--- config.mk ---
export PLATFORM = sky130hd
export DESIGN_NAME = i2c_byte_master_flat
export DESIGN_NICKNAME = d
export VERILOG_FILES = /design/src/rtl/i2c_byte_master_if.sv /design/src/rtl/i2c_byte_master.sv /design/src/flat_wrapper.sv
export SDC_FILE = /design/constraint.sdc
export NUM_CORES = 1
export LEC_CHECK = 0
export BUFFER_PORTS_ARGS = -buffer_cell sky130_fd_sc_hd__buf_2
export CORE_MARGIN = 1.5
export CORE_UTILIZATION = 56
export DETAILED_ROUTE_END_ITERATION = 10
export GPL_TIMING_DRIVEN = 0
export PLACE_DENSITY = 0.82
export SYNTH_ARGS = -nofsm -noshare
export SYNTH_HDL_FRONTEND = slang
export SYNTH_SLANG_ARGS = --single-unit
--- constraint.sdc ---
create_clock -name clk -period 2.47 [get_ports clk]
set_input_delay 0.494 -clock clk [delete_from_list [all_inputs] [get_ports clk]]
set_output_delay 0.494 -clock clk [all_outputs]
set_load 0.1 [all_outputs]
--- src/rtl/i2c_byte_master_if.sv ---
// rtl/i2c_byte_master_if.sv - command/response and pad-side signal bundle for the I2C byte master
// Purpose: groups the command request, byte response, SCL driver hold/phase and
//   SDA open-drain signals so the master and its neighbours connect through one port.
// Signals:
//   cmd_valid/cmd_ready      command handshake (accept when both high)
//   cmd_start/stop/read/nack command qualifiers, cmd_data write byte (MSB first)
//   rsp_valid                one-cycle pulse when a byte completes
//   rsp_data/rsp_nack        read byte / slave NACK on write
//   busy                     high from accept until the master is back in IDLE
//   scl_hold/scl_cnt         SCL driver enable (1 = SCL released, counter held) and phase count
//   sda_oe/sda_in            SDA pull-low enable and SDA pad value
// Modports: master = the byte master, slave = the front end / pad side that faces it.
interface i2c_byte_master_if #(
  parameter int DIV_LEN = 16
);
  logic               cmd_valid;
  logic               cmd_ready;
  logic               cmd_start;
  logic               cmd_stop;
  logic               cmd_read;
  logic               cmd_nack;
  logic [7:0]         cmd_data;
  logic               rsp_valid;
  logic [7:0]         rsp_data;
  logic               rsp_nack;
  logic               busy;
  logic               scl_hold;
  logic [DIV_LEN-1:0] scl_cnt;
  logic               sda_oe;
  logic               sda_in;

  modport master (
    input  cmd_valid, cmd_start, cmd_stop, cmd_read, cmd_nack, cmd_data, scl_cnt, sda_in,
    output cmd_ready, rsp_valid, rsp_data, rsp_nack, busy, scl_hold, sda_oe
  );

  modport slave (
    output cmd_valid, cmd_start, cmd_stop, cmd_read, cmd_nack, cmd_data, scl_cnt, sda_in,
    input  cmd_ready, rsp_valid, rsp_data, rsp_nack, busy, scl_hold, sda_oe
  );
endinterface

--- src/rtl/i2c_byte_master.sv ---
// rtl/i2c_byte_master.sv - byte-level I2C master sequencer (START / write / read / STOP)
// Purpose: executes one byte command at a time on an I2C bus, using an external
//   SCL clock driver (enabled through scl_hold, phase read back on scl_cnt) and
//   an open-drain SDA (sda_oe pulls low).
// Ports:
//   clk   system clock, all state on posedge
//   rstn  synchronous active-low reset
//   bus   i2c_byte_master_if.master: cmd_* request, rsp_* response, busy,
//         scl_hold/scl_cnt driver link, sda_oe/sda_in pad link
module i2c_byte_master #(
  parameter int CLK_DIV  = 8,
  parameter int CLK_DUTY = 4,
  parameter int DIV_LEN  = 16
) (
  input logic               clk,
  input logic               rstn,
  i2c_byte_master_if.master bus
);

  localparam logic [3:0] ST_IDLE      = 4'd0;
  localparam logic [3:0] ST_START_REL = 4'd1;  // SDA released, SCL high
  localparam logic [3:0] ST_START_LOW = 4'd2;  // SDA low with SCL high: START edge
  localparam logic [3:0] ST_BIT       = 4'd3;
  localparam logic [3:0] ST_ACK       = 4'd4;
  localparam logic [3:0] ST_HOLD      = 4'd5;
  localparam logic [3:0] ST_STOP_LOW  = 4'd6;  // one SCL period with SDA low
  localparam logic [3:0] ST_STOP_HIGH = 4'd7;  // SCL held high, SDA still low
  localparam logic [3:0] ST_STOP_REL  = 4'd8;  // SDA released: STOP edge, then bus free

  logic [3:0]         state;
  logic [DIV_LEN-1:0] tcnt;
  logic [2:0]         bit_cnt;
  logic [7:0]         shreg;
  logic               rd_q;
  logic               nack_q;
  logic               stop_q;
  logic               rdy_en;
  logic               rsp_valid_q;
  logic [7:0]         rsp_data_q;
  logic               rsp_nack_q;
  logic               period_end;
  logic               duty_end;
  logic               accept;

  // The driver counter only runs while scl_hold=0; the START/STOP phases hold
  // SCL high and time themselves with the local tcnt instead.
  assign period_end = (bus.scl_cnt == DIV_LEN'(CLK_DIV - 1));
  assign duty_end   = (tcnt == DIV_LEN'(CLK_DUTY - 1));

  // In HOLD a command is only taken at the last count of a period, so the next
  // phase (START with SCL high, or a bit with SCL low) follows without a glitch.
  // rdy_en keeps ready low while in reset and for the cycle it is released.
  assign bus.cmd_ready = rdy_en & ((state == ST_IDLE) | ((state == ST_HOLD) & period_end));
  assign accept        = bus.cmd_valid & bus.cmd_ready;
  assign bus.busy      = (state != ST_IDLE);
  assign bus.rsp_valid = rsp_valid_q;
  assign bus.rsp_data  = rsp_data_q;
  assign bus.rsp_nack  = rsp_nack_q;

  always_comb begin
    bus.scl_hold = 1'b0;
    bus.sda_oe   = 1'b0;
    case (state)
      ST_IDLE, ST_START_REL, ST_STOP_REL: begin
        bus.scl_hold = 1'b1;
      end
      ST_START_LOW, ST_STOP_HIGH: begin
        bus.scl_hold = 1'b1;
        bus.sda_oe   = 1'b1;
      end
      ST_BIT:      bus.sda_oe = ~rd_q & ~shreg[7];
      ST_ACK:      bus.sda_oe = rd_q & ~nack_q;
      ST_STOP_LOW: bus.sda_oe = 1'b1;
      default: begin
        bus.scl_hold = 1'b0;
        bus.sda_oe   = 1'b0;
      end
    endcase
  end

  always_ff @(posedge clk) begin
    if (!rstn) begin
      state       <= ST_IDLE;
      tcnt        <= '0;
      bit_cnt     <= 3'd0;
      shreg       <= 8'h00;
      rd_q        <= 1'b0;
      nack_q      <= 1'b0;
      stop_q      <= 1'b0;
      rdy_en      <= 1'b0;
      rsp_valid_q <= 1'b0;
      rsp_data_q  <= 8'h00;
      rsp_nack_q  <= 1'b0;
    end else begin
      rdy_en      <= 1'b1;
      rsp_valid_q <= 1'b0;

      // Accepts only happen in IDLE/HOLD, where nothing else touches these.
      if (accept) begin
        shreg  <= bus.cmd_data;
        rd_q   <= bus.cmd_read;
        nack_q <= bus.cmd_nack;
        stop_q <= bus.cmd_stop;
      end

      case (state)
        ST_IDLE: begin
          // A command without START cannot be issued on a free bus: drop it.
          if (accept && bus.cmd_start) begin
            state <= ST_START_REL;
            tcnt  <= '0;
          end
        end

        ST_HOLD: begin
          if (accept) begin
            tcnt    <= '0;
            bit_cnt <= 3'd7;
            state   <= bus.cmd_start ? ST_START_REL : ST_BIT;
          end
        end

        // The release phase is what makes a repeated START valid: SDA must be
        // high while SCL is high before it is pulled low. From IDLE it is a
        // harmless extra bus-free interval.
        ST_START_REL: begin
          if (duty_end) begin
            tcnt  <= '0;
            state <= ST_START_LOW;
          end else begin
            tcnt <= tcnt + DIV_LEN'(1);
          end
        end

        ST_START_LOW: begin
          if (duty_end) begin
            tcnt    <= '0;
            bit_cnt <= 3'd7;
            state   <= ST_BIT;
          end else begin
            tcnt <= tcnt + DIV_LEN'(1);
          end
        end

        // Shifting at the sample point moves the next bit onto SDA exactly when
        // the driver wraps to 0 (SCL low). Reads collect sda_in at the LSB.
        ST_BIT: begin
          if (period_end) begin
            shreg <= {shreg[6:0], bus.sda_in};
            if (bit_cnt == 3'd0) begin
              state <= ST_ACK;
            end else begin
              bit_cnt <= bit_cnt - 3'd1;
            end
          end
        end

        ST_ACK: begin
          if (period_end) begin
            rsp_valid_q <= 1'b1;
            if (rd_q) begin
              rsp_data_q <= shreg;
              rsp_nack_q <= 1'b0;
            end else begin
              rsp_nack_q <= bus.sda_in;
            end
            state <= stop_q ? ST_STOP_LOW : ST_HOLD;
          end
        end

        ST_STOP_LOW: begin
          if (period_end) begin
            tcnt  <= '0;
            state <= ST_STOP_HIGH;
          end
        end

        ST_STOP_HIGH: begin
          if (duty_end) begin
            tcnt  <= '0;
            state <= ST_STOP_REL;
          end else begin
            tcnt <= tcnt + DIV_LEN'(1);
          end
        end

        ST_STOP_REL: begin
          if (duty_end) begin
            tcnt  <= '0;
            state <= ST_IDLE;
          end else begin
            tcnt <= tcnt + DIV_LEN'(1);
          end
        end

        default: begin
          tcnt  <= '0;
          state <= ST_IDLE;
        end
      endcase
    end
  end

endmodule

--- src/flat_wrapper.sv ---
// flat-port wrapper written by rule: the top's interface ports become plain ports
module i2c_byte_master_flat 
#(
  parameter int CLK_DIV  = 8,
  parameter int CLK_DUTY = 4,
  parameter int DIV_LEN  = 16
)
  (clk, rstn, bus_cmd_valid, bus_cmd_start, bus_cmd_stop, bus_cmd_read, bus_cmd_nack, bus_cmd_data, bus_scl_cnt, bus_sda_in, bus_cmd_ready, bus_rsp_valid, bus_rsp_data, bus_rsp_nack, bus_busy, bus_scl_hold, bus_sda_oe);
  i2c_byte_master_if #(.DIV_LEN(DIV_LEN)) bus_i ();
  input logic clk;
  input logic rstn;
  input wire logic [$bits(bus_i.cmd_valid)-1:0] bus_cmd_valid;
  input wire logic [$bits(bus_i.cmd_start)-1:0] bus_cmd_start;
  input wire logic [$bits(bus_i.cmd_stop)-1:0] bus_cmd_stop;
  input wire logic [$bits(bus_i.cmd_read)-1:0] bus_cmd_read;
  input wire logic [$bits(bus_i.cmd_nack)-1:0] bus_cmd_nack;
  input wire logic [$bits(bus_i.cmd_data)-1:0] bus_cmd_data;
  input wire logic [$bits(bus_i.scl_cnt)-1:0] bus_scl_cnt;
  input wire logic [$bits(bus_i.sda_in)-1:0] bus_sda_in;
  output wire logic [$bits(bus_i.cmd_ready)-1:0] bus_cmd_ready;
  output wire logic [$bits(bus_i.rsp_valid)-1:0] bus_rsp_valid;
  output wire logic [$bits(bus_i.rsp_data)-1:0] bus_rsp_data;
  output wire logic [$bits(bus_i.rsp_nack)-1:0] bus_rsp_nack;
  output wire logic [$bits(bus_i.busy)-1:0] bus_busy;
  output wire logic [$bits(bus_i.scl_hold)-1:0] bus_scl_hold;
  output wire logic [$bits(bus_i.sda_oe)-1:0] bus_sda_oe;
  assign bus_i.cmd_valid = bus_cmd_valid;
  assign bus_i.cmd_start = bus_cmd_start;
  assign bus_i.cmd_stop = bus_cmd_stop;
  assign bus_i.cmd_read = bus_cmd_read;
  assign bus_i.cmd_nack = bus_cmd_nack;
  assign bus_i.cmd_data = bus_cmd_data;
  assign bus_i.scl_cnt = bus_scl_cnt;
  assign bus_i.sda_in = bus_sda_in;
  assign bus_cmd_ready = bus_i.cmd_ready;
  assign bus_rsp_valid = bus_i.rsp_valid;
  assign bus_rsp_data = bus_i.rsp_data;
  assign bus_rsp_nack = bus_i.rsp_nack;
  assign bus_busy = bus_i.busy;
  assign bus_scl_hold = bus_i.scl_hold;
  assign bus_sda_oe = bus_i.sda_oe;
  i2c_byte_master #(.CLK_DIV(CLK_DIV), .CLK_DUTY(CLK_DUTY), .DIV_LEN(DIV_LEN)) u_core (.clk(clk), .rstn(rstn), .bus(bus_i));
endmodule
==> reports/qor.txt <==
outcome = complete, no violations
Arr. time, crit path = 1880 ps
placed cells = 399
hold buffers post-CTS = 0
CP Class = reg2out
Multi-input gate area = 1550 um^2
largest net degree at the start of global routing = 15
post-synth top area cell = dfxtp_1
critical path launch point type = flop
total negative slack = 0 ps
Avg Cell Area, Syn = 8.47 um^2
Worst IR Drop VDD = 0.000379 V
DRC = 0
Ant. Diodes = 0
Post-Synth Adder-Cell Area = 1.47%
global-route wire length before repair = 11.1 mm
final worst setup slack = 99.1 ps
Seq cells post-synth = 45
fmax = 0.422 GHz
GRT Util Overall = 27.0%
pre-CTS setup slack = -154 ps
synthesis-to-finish area growth = 16.9%
Async SR Flop Fraction = 0%
GRT met1 Usage = 36.7%
FILL cells = 366
clk_skew = 8.68 ps
top post-synthesis cells by area = dfxtp_1 35%, nor2_1 4.4%, mux2i_1 4.3%
total gr overflow = 0
Max Slew Vio Count = 0
Iteration-0 DRC Markers = 149
Die H = 70.6 um
Via density = 6.30
layer with the highest usage = met2
final setup vio count = 0
fin crit period = 2370 ps
vias in the first global route = 2390
unrepaired setup endpoints after global routing = no
TritonCTS clock tree = built
Reg2Reg Launch Point = u_core.tcnt[0]
Die Footprint = 4980 um^2
initial antenna violation count = 0
CTS buffer count = 5
CP required = 1980 ps
max-cap violations = 0
WL per Instance = 15.5 um
CTS Sinks = 45
final hold viol count = 0
Reg clk slew, reported paths = 90 ps
drt first pass iters = 4
r2r setup slk = 420 ps
most common cell in the synthesized netlist = dfxtp_1
Worst-Margin Slew = 623 ps
Max clock buf depth = 2
M2 GR Usage = 42.6%
Synth Area in XOR/XNOR = 0%
Cell Count, Final, Fillers Out = 408
num rows = 24
IO Port Bufs = 45
reg2reg end = u_core.bit_cnt[2]
Top FF cell, synth = dfxtp_1
Rel. slew slack = 58.5%
detailed placer's ending HPWL = 4.51 mm
CTS H-Tree Depth = 2
largest family of logic cells by synthesized area = simple AND/OR/NAND/NOR gates
fraction of layout cells with a size suffix above 1 = 24.7%
width of the die = 70.6 um
Compound-Gate Fraction of Synth Area = 26.8%
syn nets = 337
Hold EP = u_core.rdy_en
mux cell area share after synthesis = 4.30%
Root Driver = clkbuf_8
starting density of the core = 58.4%
Total Power = 1440 uW
Synth Instances = 302
Synth Area in Simple Gates = 27.2%
I/O Pins = 46
DR vias = 2571
Clock Latency Late Sink = 300 ps
Ys Warns = 0
PwrDens = 480 nW/um^2
post-route ant nets = 0
sequential cell area = 901 um^2
Hold Path Stages = 1
Core ar. = 4380 um^2
Pleak = 0.00117 uW
met3 usage = 5.84%
number of synthesized flops with an enable pin = 0
crit share post-route = 96.0%
HP Class = in2reg
NumNets Final = 390
CP Max Fanout = 10
Post-Syn Area = 2560 um^2
hold_sp = rstn
R2R depth = 6
fraction of synthesized cell area taken by the top area cell type = 35.2%
GPL Wtd Cong = 0.923
synth cell count leaders = 45 x dfxtp_1, 30 x nor2_1, 29 x nand2_1
synth unique cells = 59
sequential cell area fraction in the yosys report = 35.2%
DRT Wirelength = 6.34 mm
crit end category = output pin
==> worst max path at each step <==
stage                               start            end  slack (ps)  cells past startpoint
after floorplan           u_core.state[1]   bus_scl_hold        -200                      5
after global placement     bus_scl_cnt[3]  bus_cmd_ready        -140                      6
after detailed placement   bus_scl_cnt[3]  bus_cmd_ready        -150                      6
after CTS                  bus_scl_cnt[9]  bus_cmd_ready          50                      6
after global routing      u_core.state[1]   bus_scl_hold           3                      5
final                     u_core.state[1]   bus_scl_hold         100                      5
==> report_power, final <==
group | switching (uW) | total, uW | internal [uW] | leakage, uW
registers | 9.99 | 747 | 737 | 0.000365
logic | 73.8 | 123 | 48.7 | 0.000755
clock network | 262 | 566 | 304 | 0.0000554
total | 346 | 1440 | 1090 | 0.00117
==> cells by family after synthesis <==
group / after synthesis
buffers and inverters: 23
muxes: 11
adders and majority gates: 3
AOI/OAI and AO/OA: 87
DFF: 45
and+or+nand+nor: 133
==> state kept, by name (all words and copies together), names as in the netlist <==
signal,cells
u_core.tcnt,16
u_core.bus.rsp_data,8
u_core.shreg,8
u_core.state,4
u_core.bit_cnt,3
u_core.bus.rsp_nack,1
u_core.bus.rsp_valid,1
u_core.nack_q,1
u_core.rd_q,1
u_core.rdy_en,1
u_core.stop_q,1
==> stage by stage <==
stage                     hold slack [ps]  util, %  cell area, um^2
after CTS                             388     67.9             2980
after floorplan                       454        -             2570
after detailed placement              477     65.2             2860
after global routing                  391     68.2             2990
after global placement                463     65.2             2860
final                                 392     68.2             2990
==> layout by cell type (no fill, tap or decap), types with 8 or more instances in the layout <==
cell and count:
buf_2 49, nand2_1 28, nand3_1 17, nor2_1 30, a21oi_1 14, nor3_1 12
mux2i_1 11, o21ai_0 14, clkbuf_1 8, dfxtp_1 45, a211oi_1 11
==> worst max-delay path, cell delays in order, from the launching register on <==
cell and delay [ps]:
dfxtp_1 310, buf_2 190, buf_1 390, nand3_1 140, o21ai_1 100, buf_2 430
==> final cells by class <==
type / count / area share (%)
plain buffers: 20 / 3.89
clock buffers: 6 / 2.43
clock inverters: 2 / 1.30
inverters: 3 / 0.377
multi-input cells: 234 / 51.8
flip-flops and latches: 45 / 30.1
well taps: 52 / 2.18
repair buffers: 46 / 7.95
==> per-layer routing <==
layer,routed length [um],share of wire [%],vias up
li1,-,-,1247
met1,2810,44,1225
met2,3010,48,84
met3,390,6.2,15
met4,122,1.9,0
met5,0,0,-
==> repair_timing <==
action,CTS,global route
cloned,0,0
endpoints found under the setup margin,2,1
pin swaps,0,1
buffers inserted,0,1
resized for setup,3,1
Note: power is estimated with default switching activity, not from simulation.
